[src/rtl/is_pkg.sv]
// Shared definitions for the execution-unit scheduler.
// Function-unit bit positions in the issue/ready vectors and the
// address-unit FSM state encoding.
package is_pkg;

  localparam int unsigned NUM_FUN      = 4;
  localparam int unsigned FUN_MULT_BIT = 0;
  localparam int unsigned FUN_ADD1_BIT = 1;
  localparam int unsigned FUN_ADD2_BIT = 2;
  localparam int unsigned FUN_ADDR_BIT = 3;

  localparam int unsigned ADR_ST_W  = 2;
  localparam logic [ADR_ST_W-1:0] ADR_IDLE  = 2'd0;
  localparam logic [ADR_ST_W-1:0] ADR_REQ   = 2'd1;
  localparam logic [ADR_ST_W-1:0] ADR_WAIT  = 2'd2;
  localparam logic [ADR_ST_W-1:0] ADR_DRAIN = 2'd3;

  typedef enum logic [ADR_ST_W-1:0] {
    ST_IDLE  = ADR_IDLE,
    ST_REQ   = ADR_REQ,
    ST_WAIT  = ADR_WAIT,
    ST_DRAIN = ADR_DRAIN
  } adr_state_e;

endpackage

[src/rtl/exe_adr_fsm.sv]
// Address-unit sequencer: issue -> memory request -> wait for ack.
// A flush abandons the op; if the memory already granted it, the FSM
// drains the outstanding ack without reporting completion.
// Ports:
//   clk, rst_n   clock, synchronous active-low reset
//   iss          accepted issue to the address unit
//   fls          ROB flush valid
//   mem_gnt      memory accepted the request
//   mem_ack      memory access complete
//   rdy          unit idle, may accept an issue
//   adr_mem_req  registered memory request, held until granted
//   adr_done     registered one-cycle completion pulse
module exe_adr_fsm
  import is_pkg::*;
(
  input  logic clk,
  input  logic rst_n,
  input  logic iss,
  input  logic fls,
  input  logic mem_gnt,
  input  logic mem_ack,
  output logic rdy,
  output logic adr_mem_req,
  output logic adr_done
);

  adr_state_e state;

  // State, request and completion are all updated together so the
  // request flop always mirrors the REQ state.
  always_ff @(posedge clk) begin
    if (!rst_n) begin
      state       <= ST_IDLE;
      adr_mem_req <= 1'b0;
      adr_done    <= 1'b0;
    end else begin
      adr_mem_req <= 1'b0;
      adr_done    <= 1'b0;
      case (state)
        ST_IDLE: begin
          if (iss && !fls) begin
            state       <= ST_REQ;
            adr_mem_req <= 1'b1;
          end
        end
        ST_REQ: begin
          if (fls) begin
            // A grant in the flush cycle leaves an ack still to come.
            state <= (mem_gnt && !mem_ack) ? ST_DRAIN : ST_IDLE;
          end else if (mem_gnt && mem_ack) begin
            state    <= ST_IDLE;
            adr_done <= 1'b1;
          end else if (mem_gnt) begin
            state <= ST_WAIT;
          end else begin
            adr_mem_req <= 1'b1;
          end
        end
        ST_WAIT: begin
          if (mem_ack) begin
            state    <= ST_IDLE;
            adr_done <= !fls;
          end else if (fls) begin
            state <= ST_DRAIN;
          end
        end
        ST_DRAIN: begin
          if (mem_ack) begin
            state <= ST_IDLE;
          end
        end
        default: state <= ST_IDLE;
      endcase
    end
  end

  assign rdy = (state == ST_IDLE);

endmodule

[src/rtl/exe_fun_sched.sv]
// Execution-unit availability scheduler between issue and execution.
// Tracks mult/alu1/alu2/addr occupancy, sequences the non-pipelined
// multiplier, arbitrates the mult/alu2 shared writeback port and kills
// in-flight work on a ROB flush.
// Ports:
//   clk, rst_n      clock, synchronous active-low reset
//   iss_vld_frm_is  per-unit issue strobe (mult, alu1, alu2, addr)
//   fls_frm_rob     ROB flush; MSB is valid
//   mem_gnt/mem_ack memory handshake for the address unit
//   fun_rdy_to_is   per-unit ready back to issue
//   mul_wb_vld      mult result on shared writeback port
//   adr_mem_req     address-unit memory request
//   adr_done        address op completed
//   drop_err        sticky: issue seen on a busy unit
module exe_fun_sched
  import is_pkg::*;
#(
  parameter int unsigned BRN_WIDTH = 7,
  parameter int unsigned MUL_LAT   = 4,
  parameter int unsigned CNT_W     = 3
) (
  input  logic                 clk,
  input  logic                 rst_n,
  input  logic [NUM_FUN-1:0]   iss_vld_frm_is,
  input  logic [BRN_WIDTH-1:0] fls_frm_rob,
  input  logic                 mem_gnt,
  input  logic                 mem_ack,
  output logic [NUM_FUN-1:0]   fun_rdy_to_is,
  output logic                 mul_wb_vld,
  output logic                 adr_mem_req,
  output logic                 adr_done,
  output logic                 drop_err
);

  logic               up_q;
  logic [CNT_W-1:0]   mul_cnt;
  logic               fls;
  logic               adr_rdy;
  logic [NUM_FUN-1:0] iss_acc;
  logic               drop;
  logic               unused_fls_bits;

  assign fls             = fls_frm_rob[BRN_WIDTH-1];
  assign unused_fls_bits = ^fls_frm_rob[BRN_WIDTH-2:0];

  // Ready per unit; alu2 is held off when its writeback would collide
  // with the multiplier pulse one cycle later.
  always_comb begin
    fun_rdy_to_is = '0;
    if (up_q) begin
      fun_rdy_to_is[FUN_MULT_BIT] = (mul_cnt <= CNT_W'(1));
      fun_rdy_to_is[FUN_ADD1_BIT] = 1'b1;
      fun_rdy_to_is[FUN_ADD2_BIT] = (mul_cnt != CNT_W'(2));
      fun_rdy_to_is[FUN_ADDR_BIT] = adr_rdy;
    end
  end

  assign iss_acc    = iss_vld_frm_is & fun_rdy_to_is & {NUM_FUN{~fls}};
  assign drop       = (|(iss_vld_frm_is & ~fun_rdy_to_is)) & ~fls;
  assign mul_wb_vld = (mul_cnt == CNT_W'(1));

  // Power-up flag, sticky drop error and multiplier countdown.
  always_ff @(posedge clk) begin
    if (!rst_n) begin
      up_q     <= 1'b0;
      drop_err <= 1'b0;
      mul_cnt  <= '0;
    end else begin
      up_q     <= 1'b1;
      drop_err <= drop_err | drop;
      if (fls) begin
        mul_cnt <= '0;
      end else if (iss_acc[FUN_MULT_BIT]) begin
        mul_cnt <= CNT_W'(MUL_LAT);
      end else if (mul_cnt != '0) begin
        mul_cnt <= mul_cnt - CNT_W'(1);
      end
    end
  end

  exe_adr_fsm u_adr_fsm (
    .clk         (clk),
    .rst_n       (rst_n),
    .iss         (iss_acc[FUN_ADDR_BIT]),
    .fls         (fls),
    .mem_gnt     (mem_gnt),
    .mem_ack     (mem_ack),
    .rdy         (adr_rdy),
    .adr_mem_req (adr_mem_req),
    .adr_done    (adr_done)
  );

endmodule
[config.mk]
export PLATFORM = sky130hd
export DESIGN_NAME = exe_fun_sched
export DESIGN_NICKNAME = d
export VERILOG_FILES = /design/src/rtl/is_pkg.sv /design/src/rtl/exe_adr_fsm.sv /design/src/rtl/exe_fun_sched.sv
export SDC_FILE = /design/constraint.sdc
export NUM_CORES = 1
export LEC_CHECK = 0
export CAP_MARGIN = 25
export CORE_MARGIN = 4
export CORE_UTILIZATION = 43
export DETAILED_ROUTE_END_ITERATION = 7
export GPL_TIMING_DRIVEN = 0
export PLACE_DENSITY = 0.75
export SLEW_MARGIN = 20
export SYNTH_ARGS = -nofsm -noshare
export SYNTH_HDL_FRONTEND = slang
export SYNTH_HIERARCHICAL = 1
export SYNTH_SLANG_ARGS = --single-unit
export TNS_END_PERCENT = 100
[constraint.sdc]
create_clock -name clk -period 2.3 [get_ports clk]
set_clock_uncertainty 0.05 [all_clocks]
set_input_delay 0.23 -clock clk [delete_from_list [all_inputs] [get_ports clk]]
set_output_delay 0.23 -clock clk [all_outputs]
set_load 0.05 [all_outputs]
Yosys cells after proc, flatten, opt, wreduce, memory -nomap -nowiden
Cells that the tools add are included.
Word-level totals
  flip-flop bits (word level): 9
  word-level logic and storage cells: 60
  output and inout bits: 8
  bits of input ports: 15
Operators by class
  order comparisons: 1
  muxes and demuxes: 22
  $add $sub $neg: 1
  equal/unequal tests: 9
  bitwise operators: 8
  reductions and logical operators: 12
Operators with widths (count)
  $mux W2: 8
  $and A4 B4 Y4: 3
  $mux W1: 8
  $pmux W2 S4: 1
  $mux W3: 2
  $eq A2 B2 Y1 const B: 2
  $mux W4: 1
  $ne A4 B3 Y1 const B: 1
  $not A4 Y4: 1
  $pmux W1 S2: 2
  $reduce_and A4 Y1: 1
  $reduce_or A4 Y1: 1
  $eq A3 B1 Y1 const B: 1
  $le A3 B1 Y1 const B: 1
  $logic_and A1 B1 Y1: 3
  $ne A3 B2 Y1 const B: 1
  $ne A3 B3 Y1 const B: 1
  $reduce_bool A3 Y1: 1
  $reduce_or A3 Y1: 1
  $sub A3 B1 Y3 const B: 1
  $eq A2 B1 Y1 const B: 1
  $logic_not A1 Y1: 2
  $logic_not A2 Y1: 1
  $ne A2 B1 Y1 const B: 1
  6 further kinds: 7

Logic depth before layout (Yosys ltp)
Gate-level depths: netlist of the first run.
  depth after elaboration: 7
  gate-level depth with buffers: 8
  gate-level depth less buffers: 8

Cells and area by module
The synthesis of the first run kept the hierarchy.
By module, submodules not included
  exe_fun_sched: seq. area each 100.1 µm², instances 1, area an instance 334.1 µm², cells an instance 37
  exe_adr_fsm: seq. area each 80.1 µm², instances 1, area an instance 320.3 µm², cells an instance 35

Worst setup path after synthesis of the first run
No wires, ideal clock.
  path kind: flip-flop to flip-flop
  from: register u_adr_fsm.state[0]
  to: register u_adr_fsm.state[1]
  stages on the path, launching flop included: 9
  data arrival time: 1.996 ns
  library setup time: 0.116 ns
  period minus slack after synthesis: 2.162 ns
  data required time: 2.134 ns
  buffers on the path: 0
  path slack: 0.138 ns
  cell sequence: dfxtp_1 > inv_1 > ha_1 > and2_1 > nor3b_1 > nand2b_1 > a22oi_4 > a211oi_1 > a41o_1
Between the ends
  longest elaborated chain between the ends: 7
  elaborated cells on any way between the ends: 14
  classes of those cells: eq/ne: 7; mux: 2; bitwise: 2; reduce/logical: 3
RTL lines
  start, declared: RTL line exe_adr_fsm.sv:27  | adr_state_e state;
  start signal, assigned: RTL line exe_adr_fsm.sv:49  | state <= (mem_gnt && !mem_ack) ? ST_DRAIN : ST_IDLE;
  $logic_not A2 Y1: RTL line exe_adr_fsm.sv:77  | assign rdy = (state == ST_IDLE);
  net adr_rdy: RTL line exe_fun_sched.sv:38  | logic adr_rdy;
  $mux W4: RTL line exe_fun_sched.sv:50  | if (up_q) begin
  net fun_rdy_to_is[3]: RTL line exe_fun_sched.sv:28  | output logic [NUM_FUN-1:0] fun_rdy_to_is,
  $and A4 B4 Y4 (2 in series): RTL line exe_fun_sched.sv:58  | assign iss_acc = iss_vld_frm_is & fun_rdy_to_is & {NUM_FUN{~fls}};
  net iss_acc[3]: RTL line exe_fun_sched.sv:39  | logic [NUM_FUN-1:0] iss_acc;
  $logic_and A1 B1 Y1: RTL line exe_adr_fsm.sv:41  | if (iss && !fls) begin
  $ne A2 B1 Y1 (no source line)
  $reduce_and A4 Y1 (no source line)
The timed path passes the listed nets, and every way through them passes these cells.
A chain may end at the register's enable or synchronous reset.

Worst setup path in the final report of the first run
  from: register mul_cnt[0]
  to: output fun_rdy_to_is[2]
Between the ends
  longest elaborated chain between the ends: 2
RTL lines
  start, declared: RTL line exe_fun_sched.sv:36  | logic [CNT_W-1:0] mul_cnt;
  start signal, assigned: RTL line exe_fun_sched.sv:74  | mul_cnt <= CNT_W'(MUL_LAT);
  start signal, assigned: RTL line exe_fun_sched.sv:76  | mul_cnt <= mul_cnt - CNT_W'(1);
  $ne A3 B2 Y1: RTL line exe_fun_sched.sv:53  | fun_rdy_to_is[FUN_ADD2_BIT] = (mul_cnt != CNT_W'(2));
  $mux W4: RTL line exe_fun_sched.sv:50
  end, declared: RTL line exe_fun_sched.sv:28
Every way passes these cells.

==> key figures, run 1 <==
STA
  • Setup_tns: 0 ps
  • Final Hold Fails: 0
  • Post-route fraction of the period consumed by the critical path: 0.935
  • Pins Over Slew Limit: 0
  • Final critical delay including setup and external delays: about 2200 ps
  • Slew at the pin closest to its max-slew limit: 505 ps
  • Count of endpoints failing setup in the final report: 0
  • RSZ-0062 raised after global routing: no
  • Headroom to the max-slew limit: 0.662
  • Maximum clock frequency: between 400 and 500 MHz

Clock network
  • Clock latency on the worst-skew pair: roughly 250 ps
  • # H-tree levels: 1
  • Clk sink count: 9
  • Cell at the root of the clock tree: sky130_fd_sc_hd__clkbuf_4
  • CTS Buf Count: 3
  • Clock slew seen by the registers of the worst setup and hold paths: about 60 ps
  • Clock tree from TritonCTS: yes
  • Worst-case clock buffer depth: 2

Global route
  • Number of antenna violations at the first check in global routing: 0
  • Residual overflow from global routing: 0
  • Global routing usage summed across all routing layers: 0.129
  • Wire length of the first global-routing pass: 2010 um
  • Pin count of the biggest net entering global routing: 9
  • Vias in the first global route: a little over 500

Synthesis
  • Share of the yosys chip area belonging to registers: 0.275
  • Count of yosys warnings during synthesis: 6
  • Main synth FF type: sky130_fd_sc_hd__dfxtp_1
  • Synthesized cell area: ~650 um^2
  • Number of distinct library cells after synthesis: 29
  • Synthesized area per cell: between 9 and 10 um^2
  • Count of state elements after synthesis: 9
  • Number of instances in the synthesized netlist: 72
  • Leading cell types by total area after synthesis: sky130_fd_sc_hd__dfxtp_1 28%, sky130_fd_sc_hd__ha_1 19%, sky130_fd_sc_hd__nand2b_1 5.7%
  • Count of flip-flops with a built-in enable after synthesis: 0
  • Largest area contributor in the netlist: sky130_fd_sc_hd__dfxtp_1
  • Total nets after synthesis: 97
  • Area share of the leading cell type in the synthesized netlist: 0.275
  • Async S/R FF share, synth: 0

Setup path
  • Capture point of the worst reg-to-reg path: u_adr_fsm/state[1]$_SDFFE_PN0P_
  • End point of the critical path: fun_rdy_to_is[2]
  • Cell count of the worst reg-to-reg path: 8
  • Worst Setup Start Kind: flip-flop
  • CP Cell Sequence: inv_1 -> ha_1 -> nand2b_1 -> and2_1 -> clkdlybuf4s50_1
  • Critical Setup Path Class: reg2out
  • Critical-path maximum fanout: 4
  • Origin of the worst setup path: mul_cnt[0]$_SDFFE_PP0P_
  • Required time worst endpoint: about 2000 ps
  • Maximum cell stage delay along the critical path: about 800 ps
  • Critical path data arrival time: 1870 ps
  • Endpoint type of the worst setup path: output pin
  • R2r startpoint: u_adr_fsm/state[1]$_SDFFE_PN0P_
  • Reg2reg setup slack: about 350 ps
  • Slowest library cell on the worst path: sky130_fd_sc_hd__clkdlybuf4s50_1

Place
  • IO Port Bufs: 16
  • Estimated wirelength of the detail-placed design: ~1000 um
  • Weighted congestion reported at the end of routability-driven placement: between 0.8 and 0.9
  • Cell area reported after detailed placement: between 800 and 900 um^2

Drt
  • DRC errors left: 0
  • Average via count per standard cell: ~5.2
  • Number of nets with antenna violations after routing: 0
  • Post-detailed-routing wire length: 1170 um
  • Final routed wire length divided by cell count: about 11 um
  • Via count: 561
  • DRC violation total after the first TritonRoute iteration: 9
  • TritonRoute pass-1 iters: 4

Final layout
  • Net count reported at finish: 118
  • Commonest non-fill, non-tap cell in the layout: sky130_fd_sc_hd__clkdlybuf4s50_1
  • Leading cell types in the layout, fill and taps excluded: 15 x sky130_fd_sc_hd__clkdlybuf4s50_1, 10 x sky130_fd_sc_hd__ha_1, 9 x sky130_fd_sc_hd__dfxtp_1
  • FILL cells: ~130
  • Layout Area Growth over Synthesis: 31.7%
  • Final design instance area without fill: around 860 um^2
  • N_diodes: 0
  • Fraction of final layout cells with drive strength greater than 1: 0.109

Die
  • Number of placement rows: 13
  • X dimension of the die: ~47 um
  • Vertical die dimension: ~47 um
  • Initial Util: 0.479
  • Area of the core: 0.00137 mm^2
  • IO Pins: 23
  • Area of the die: approximately 0.0022 mm^2

Pwr
  • Leakage dissipation: about 0.00038 uW
  • Worst-case vdd ir drop: between 0.2 and 0.3 mV
  • Power per unit of standard cell area: just over 500 mW/mm^2

Run
  • Number of max-capacitance violations reported: 0

Min path
  • HP Class: in2reg

Run status
  • Result of the run: completed
[area by class of cell]
cell class              instances  area [um^2]  share of cell area
plain buffers                   1         7.51             0.00871
clock buffers                   4         26.3              0.0305
inverters                       7         26.3              0.0305
multi-input cells              55          440               0.511
flip-flops and latches          9          180               0.209
well taps                      15         18.8              0.0218
repair buffers                 16          163               0.189
[flip-flops by register name, summed over array words and instances, names as in the netlist]
| name | flops |
|---|---|
| u_adr_fsm/adr_mem_req | 1 |
| mul_cnt | 3 |
| u_adr_fsm/state | 2 |
| drop_err | 1 |
| up_q | 1 |
| u_adr_fsm/adr_done | 1 |
[timing repair]
action,CTS,global route
hold buffers,0,0
endpoints found under the setup margin,0,1
buffers inserted,0,0
resized for setup,0,1
[cells in the mapped netlist, types with 2 or more instances]
library cell and instances:
sky130_fd_sc_hd__nor2_1 5, sky130_fd_sc_hd__nor2b_1 2, sky130_fd_sc_hd__and2_1 3, sky130_fd_sc_hd__nand2_1 6, sky130_fd_sc_hd__ha_1 10, sky130_fd_sc_hd__inv_1 7
sky130_fd_sc_hd__dfxtp_1 9, sky130_fd_sc_hd__a21oi_1 4, sky130_fd_sc_hd__nand2b_1 6
[where the power goes]
group	switching (uW)	leakage [uW]	internal [uW]
logic	87.5	0.000290	68.8
registers	10.8	0.0000735	165
clock network	48.8	0.0000150	66.4
total	147	0.000379	300
[worst max-delay path, delay by kind of cell, from the launching register on]
kind	cells	cell delay (ps)
DFF	1	330
adders and majority gates	1	210
and+or+nand+nor	2	200
buffers and inverters	2	890
[worst min-delay path by stage]
| stage | cells past startpoint | from | slack [ps] | endpoint |
|---|---|---|---|---|
| 2_1_floorplan | 0 | rst_n | 210 | up_q$_DFF_P_ |
| 3_3_place_gp | 3 | drop_err$_SDFF_PN0_ | 510 | drop_err$_SDFF_PN0_ |
| 3_5_place_dp | 3 | drop_err$_SDFF_PN0_ | 520 | drop_err$_SDFF_PN0_ |
| 4_1_cts | 1 | rst_n | 490 | up_q$_DFF_P_ |
| 5_1_grt | 1 | rst_n | 500 | up_q$_DFF_P_ |
| 6_report | 1 | rst_n | 500 | up_q$_DFF_P_ |
[per-stage QoR]
step	instances	power [uW]	setup slack, ps	hold slack [ps]	util
detailed placement	103	336	299	519	0.610
finish	107	447	149	500	0.631
CTS	107	455	20.0	487	0.629
floorplan	72	288	138	208	-
global placement	103	334	321	513	0.610
global route	107	481	50.5	503	0.631
[cells by family (layout without fill, tap and decap cells)]
| kind of cell | Yosys count | in the layout | share of synthesized area |
|---|---|---|---|
| AND/OR/NAND/NOR | 27 | 27 | 0.237 |
| AO/OA/AOI/OAI | 16 | 16 | 0.216 |
| adder cells (fa/ha/maj) | 10 | 10 | 0.191 |
| flip-flops | 9 | 9 | 0.275 |
| buffers and inverters | 8 | 28 | 0.0516 |
| XOR/XNOR | 1 | 1 | 0.0134 |
| multiplexers | 1 | 1 | 0.0153 |
[layer usage]
metal | part of all wire | routed length [um] | vias to the layer above | GRT usage
met4 | 0.016 | 19 | 0 | 0.0829
met3 | 0.020 | 23 | 2 | 0.0230
met5 | 0 | 0 | - | 0
met2 | 0.50 | 588 | 6 | 0.214
met1 | 0.46 | 537 | 266 | 0.151
li1 | - | - | 287 | -
Power figures use the tool's default switching activity.
==> run 2: changes to the inputs <==
--- a/constraint.sdc
+++ b/constraint.sdc
@@ -4,2 +4,2 @@
 set_output_delay 0.23 -clock clk [all_outputs]
-set_load 0.05 [all_outputs]
+set_load 0.02 [all_outputs]
==> run 2 against run 1 <==
  * Final cell count unchanged
  * Critical path depth shrank 1
  * Die area unchanged
  * First-iteration DRC count unchanged
  * Routed wire length down 0.26%
  * Register-to-register slack about the same
  * Critical path type unchanged
  * Critical endpoint is now fun_rdy_to_is[3]
==> key figures, run 2 (synthesis gave the netlist of run 1 again) <==
Final layout
  • Commonest non-fill, non-tap cell in the layout: sky130_fd_sc_hd__clkdlybuf4s50_1
  • Fraction of final layout cells with drive strength greater than 1: 0.109 (unchanged)
  • Leading cell types in the layout, fill and taps excluded: 16 x sky130_fd_sc_hd__clkdlybuf4s50_1, 10 x sky130_fd_sc_hd__ha_1, 9 x sky130_fd_sc_hd__dfxtp_1
  • Layout Area Growth over Synthesis: 31.4%
  • Register with the most flip-flops: mul_cnt
  • N_diodes: 0 (unchanged)
  • Top flop regs: mul_cnt (3), u_adr_fsm/state (2)
  • Total area of multi-input combinational cells: 440 um^2 (unchanged)
  • FILL cells: 130 (+0.78%)
  • Net count reported at finish: 118 (unchanged)
  • Final standard cell utilization of the core: 0.629 (-0.00183)
  • FF/Latch Area: 180 um^2 (unchanged)
  • Flip-flop count of the largest register after layout: 3 (unchanged)

STA
  • Setup_tns: 0 ps (unchanged)
  • Post-route fraction of the period consumed by the critical path: 0.906 (-0.0294)
  • Count of endpoints failing setup in the final report: 0 (unchanged)
  • Smallest hold slack: 500 ps (+0.00600 ps)
  • Final Hold Fails: 0 (unchanged)
  • Final critical delay including setup and external delays: 2080 ps (-67.5 ps)
  • Headroom to the max-slew limit: 0.829 (+0.166)
  • RSZ-0062 raised after global routing: no
  • Slew at the pin closest to its max-slew limit: 256 ps (-249 ps)
  • Pins Over Slew Limit: 0 (unchanged)
  • Maximum clock frequency: 480 MHz (+3.2%)

Die
  • Vertical die dimension: 47.0 um (unchanged)
  • IO Pins: 23 (unchanged)
  • Area of the core: 0.00137 mm^2 (unchanged)
  • X dimension of the die: 47.0 um (unchanged)
  • Area of the die: 0.00221 mm^2 (unchanged)
  • Initial Util: 0.479 (unchanged)
  • Number of placement rows: 13 (unchanged)

Place
  • Weighted congestion reported at the end of routability-driven placement: 0.829 (unchanged)
  • Estimated wirelength of the detail-placed design: 1000 um (unchanged)
  • IO Port Bufs: 16 (unchanged)

Setup path
  • Buffers & Inverters on Critical Path: 2 (unchanged)
  • R2r startpoint: u_adr_fsm/state[1]$_SDFFE_PN0P_
  • Endpoint type of the worst setup path: output pin
  • Cell count of the worst reg-to-reg path: 8 (unchanged)
  • Worst Setup Start Kind: flip-flop
  • Critical-path maximum fanout: 5 (+1)
  • Maximum cell stage delay along the critical path: 530 ps (-270 ps)
  • Reg2reg setup slack: 340 ps (about the same)
  • Critical path data arrival time: 1800 ps (-70 ps)
  • Stages on worst setup path: 4 (-1)
  • Slowest library cell on the worst path: sky130_fd_sc_hd__clkdlybuf4s50_1
  • CP Cell Sequence: inv_1 -> ha_1 -> and2_1 -> clkdlybuf4s50_1
  • Cell family contributing the most delay on the critical path: buffers and inverters
  • Required time worst endpoint: 2020 ps (about the same)
  • Critical Setup Path Class: reg2out
  • Capture point of the worst reg-to-reg path: u_adr_fsm/state[1]$_SDFFE_PN0P_

Pwr
  • Combinational group share of total power: 0.319 (-0.030)
  • Power share of the sequential group: 0.411 (+0.018)
  • Leakage dissipation: 0.000368 uW (-2.8%)
  • Switching component of the power: 127 uW (-14%)
  • Total internal power: 300 uW (+0.14%)
  • Worst-case vdd ir drop: 0.268 mV (-1.3%)
  • Relative contribution of the clock network to total power: 0.270 (+0.012)
  • Power after layout: 427 uW (-4.5%)
  • Power per unit of standard cell area: 497 mW/mm^2 (-4.2%)
  • Switching power as a share of total power: 0.297 (-0.0324)

Clock network
  • Clk sink count: 9 (unchanged)
  • Worst-case clock buffer depth: 2 (unchanged)
  • Clock latency on the worst-skew pair: 250 ps (about the same)
  • Post-CTS setup buffers: 0 (unchanged)
  • Count of hold-fix buffers inserted at cts: 0 (unchanged)
  • Post_cts resized: 0 (unchanged)
  • # H-tree levels: 1 (unchanged)
  • CTS Buf Count: 3 (unchanged)
  • Cell at the root of the clock tree: sky130_fd_sc_hd__clkbuf_4
  • Clock slew seen by the registers of the worst setup and hold paths: 60 ps (about the same)
  • Clock tree from TritonCTS: yes

Drt
  • DRC errors left: 0 (unchanged)
  • Final routed wire length divided by cell count: 10.9 um (-0.26%)
  • Average via count per standard cell: 5.26 (+0.36%)
  • TritonRoute pass-1 iters: 4 (unchanged)
  • DRC violation total after the first TritonRoute iteration: 9 (unchanged)
  • Number of nets with antenna violations after routing: 0 (unchanged)
  • Via count: 563 (+0.36%)
  • Post-detailed-routing wire length: 1170 um (-0.26%)

Min path
  • Cell count of the worst hold path: 1 (unchanged)
  • HP Class: in2reg
  • Beginning of the worst hold path: rst_n
  • Destination of the worst hold path: up_q$_DFF_P_

Global route
  • Wire length of the first global-routing pass: 2010 um (unchanged)
  • Global routing usage summed across all routing layers: 0.129 (unchanged)
  • Number of antenna violations at the first check in global routing: 0 (unchanged)
  • Pin count of the biggest net entering global routing: 9 (unchanged)
  • Vias in the first global route: 508 (unchanged)
  • Residual overflow from global routing: 0 (unchanged)

Run
  • Number of max-capacitance violations reported: 0 (unchanged)

Run status
  • Result of the run: completed
-- run 2: final cells by class --
| cell class | count | area share |
|---|---|---|
| multi-input combinational | 55 | 0.512 |
| sequential | 9 | 0.210 |
| timing repair buffer | 16 | 0.186 |
| clock buffer | 4 | 0.0306 |
| inverter | 7 | 0.0306 |
| tap | 15 | 0.0218 |
| buffer | 1 | 0.00873 |
-- run 2: layer usage --
layer / global-route usage / vias up / part of all wire
met3: 0.0230 / 2 / 0.020
met5: 0 / - / 0
met1: 0.151 / 268 / 0.46
met4: 0.0829 / 0 / 0.016
li1: - / 287 / -
met2: 0.214 / 6 / 0.51
-- run 2: through the flow --
| stage | worst slack, ps | area [um^2] | cells |
|---|---|---|---|
| floorplan | 365 | 654 | 72 |
| global placement | 368 | 833 | 103 |
| detailed placement | 346 | 833 | 103 |
| CTS | 202 | 860 | 107 |
| global route | 132 | 860 | 107 |
| finish | 216 | 860 | 107 |
-- run 2: worst register-to-register path: stages, from the launching register on --
cell                       delay [ps]
sky130_fd_sc_hd__dfxtp_1          330
sky130_fd_sc_hd__inv_1            140
sky130_fd_sc_hd__ha_1             290
sky130_fd_sc_hd__and2_1           170
sky130_fd_sc_hd__nor3b_1          230
sky130_fd_sc_hd__nand2b_1         130
sky130_fd_sc_hd__a22oi_4          200
sky130_fd_sc_hd__a211oi_1         110
sky130_fd_sc_hd__a41o_1           210
-- run 2: worst max-delay path by stage --
stage                                     from  slack [ps]                         endpoint
3_3_place_gp   u_adr_fsm/state[0]$_SDFFE_PN0P_         370  u_adr_fsm/state[1]$_SDFFE_PN0P_
5_1_grt        u_adr_fsm/state[0]$_SDFFE_PN0P_         130                 fun_rdy_to_is[3]
6_report       u_adr_fsm/state[0]$_SDFFE_PN0P_         220                 fun_rdy_to_is[3]
2_1_floorplan  u_adr_fsm/state[0]$_SDFFE_PN0P_         360  u_adr_fsm/state[1]$_SDFFE_PN0P_
3_5_place_dp   u_adr_fsm/state[1]$_SDFFE_PN0P_         350  u_adr_fsm/state[1]$_SDFFE_PN0P_
4_1_cts        u_adr_fsm/state[0]$_SDFFE_PN0P_         200                 fun_rdy_to_is[3]
-- run 2: power by group through the flow --
stage | clock network (uW) | logic [uW] | registers, uW
finish | 115 | 136 | 176
global route | 135 | 149 | 177
CTS | 121 | 138 | 175
detailed placement | 0 | 137 | 179
global placement | 0 | 135 | 179
floorplan | 0 | 87.9 | 179
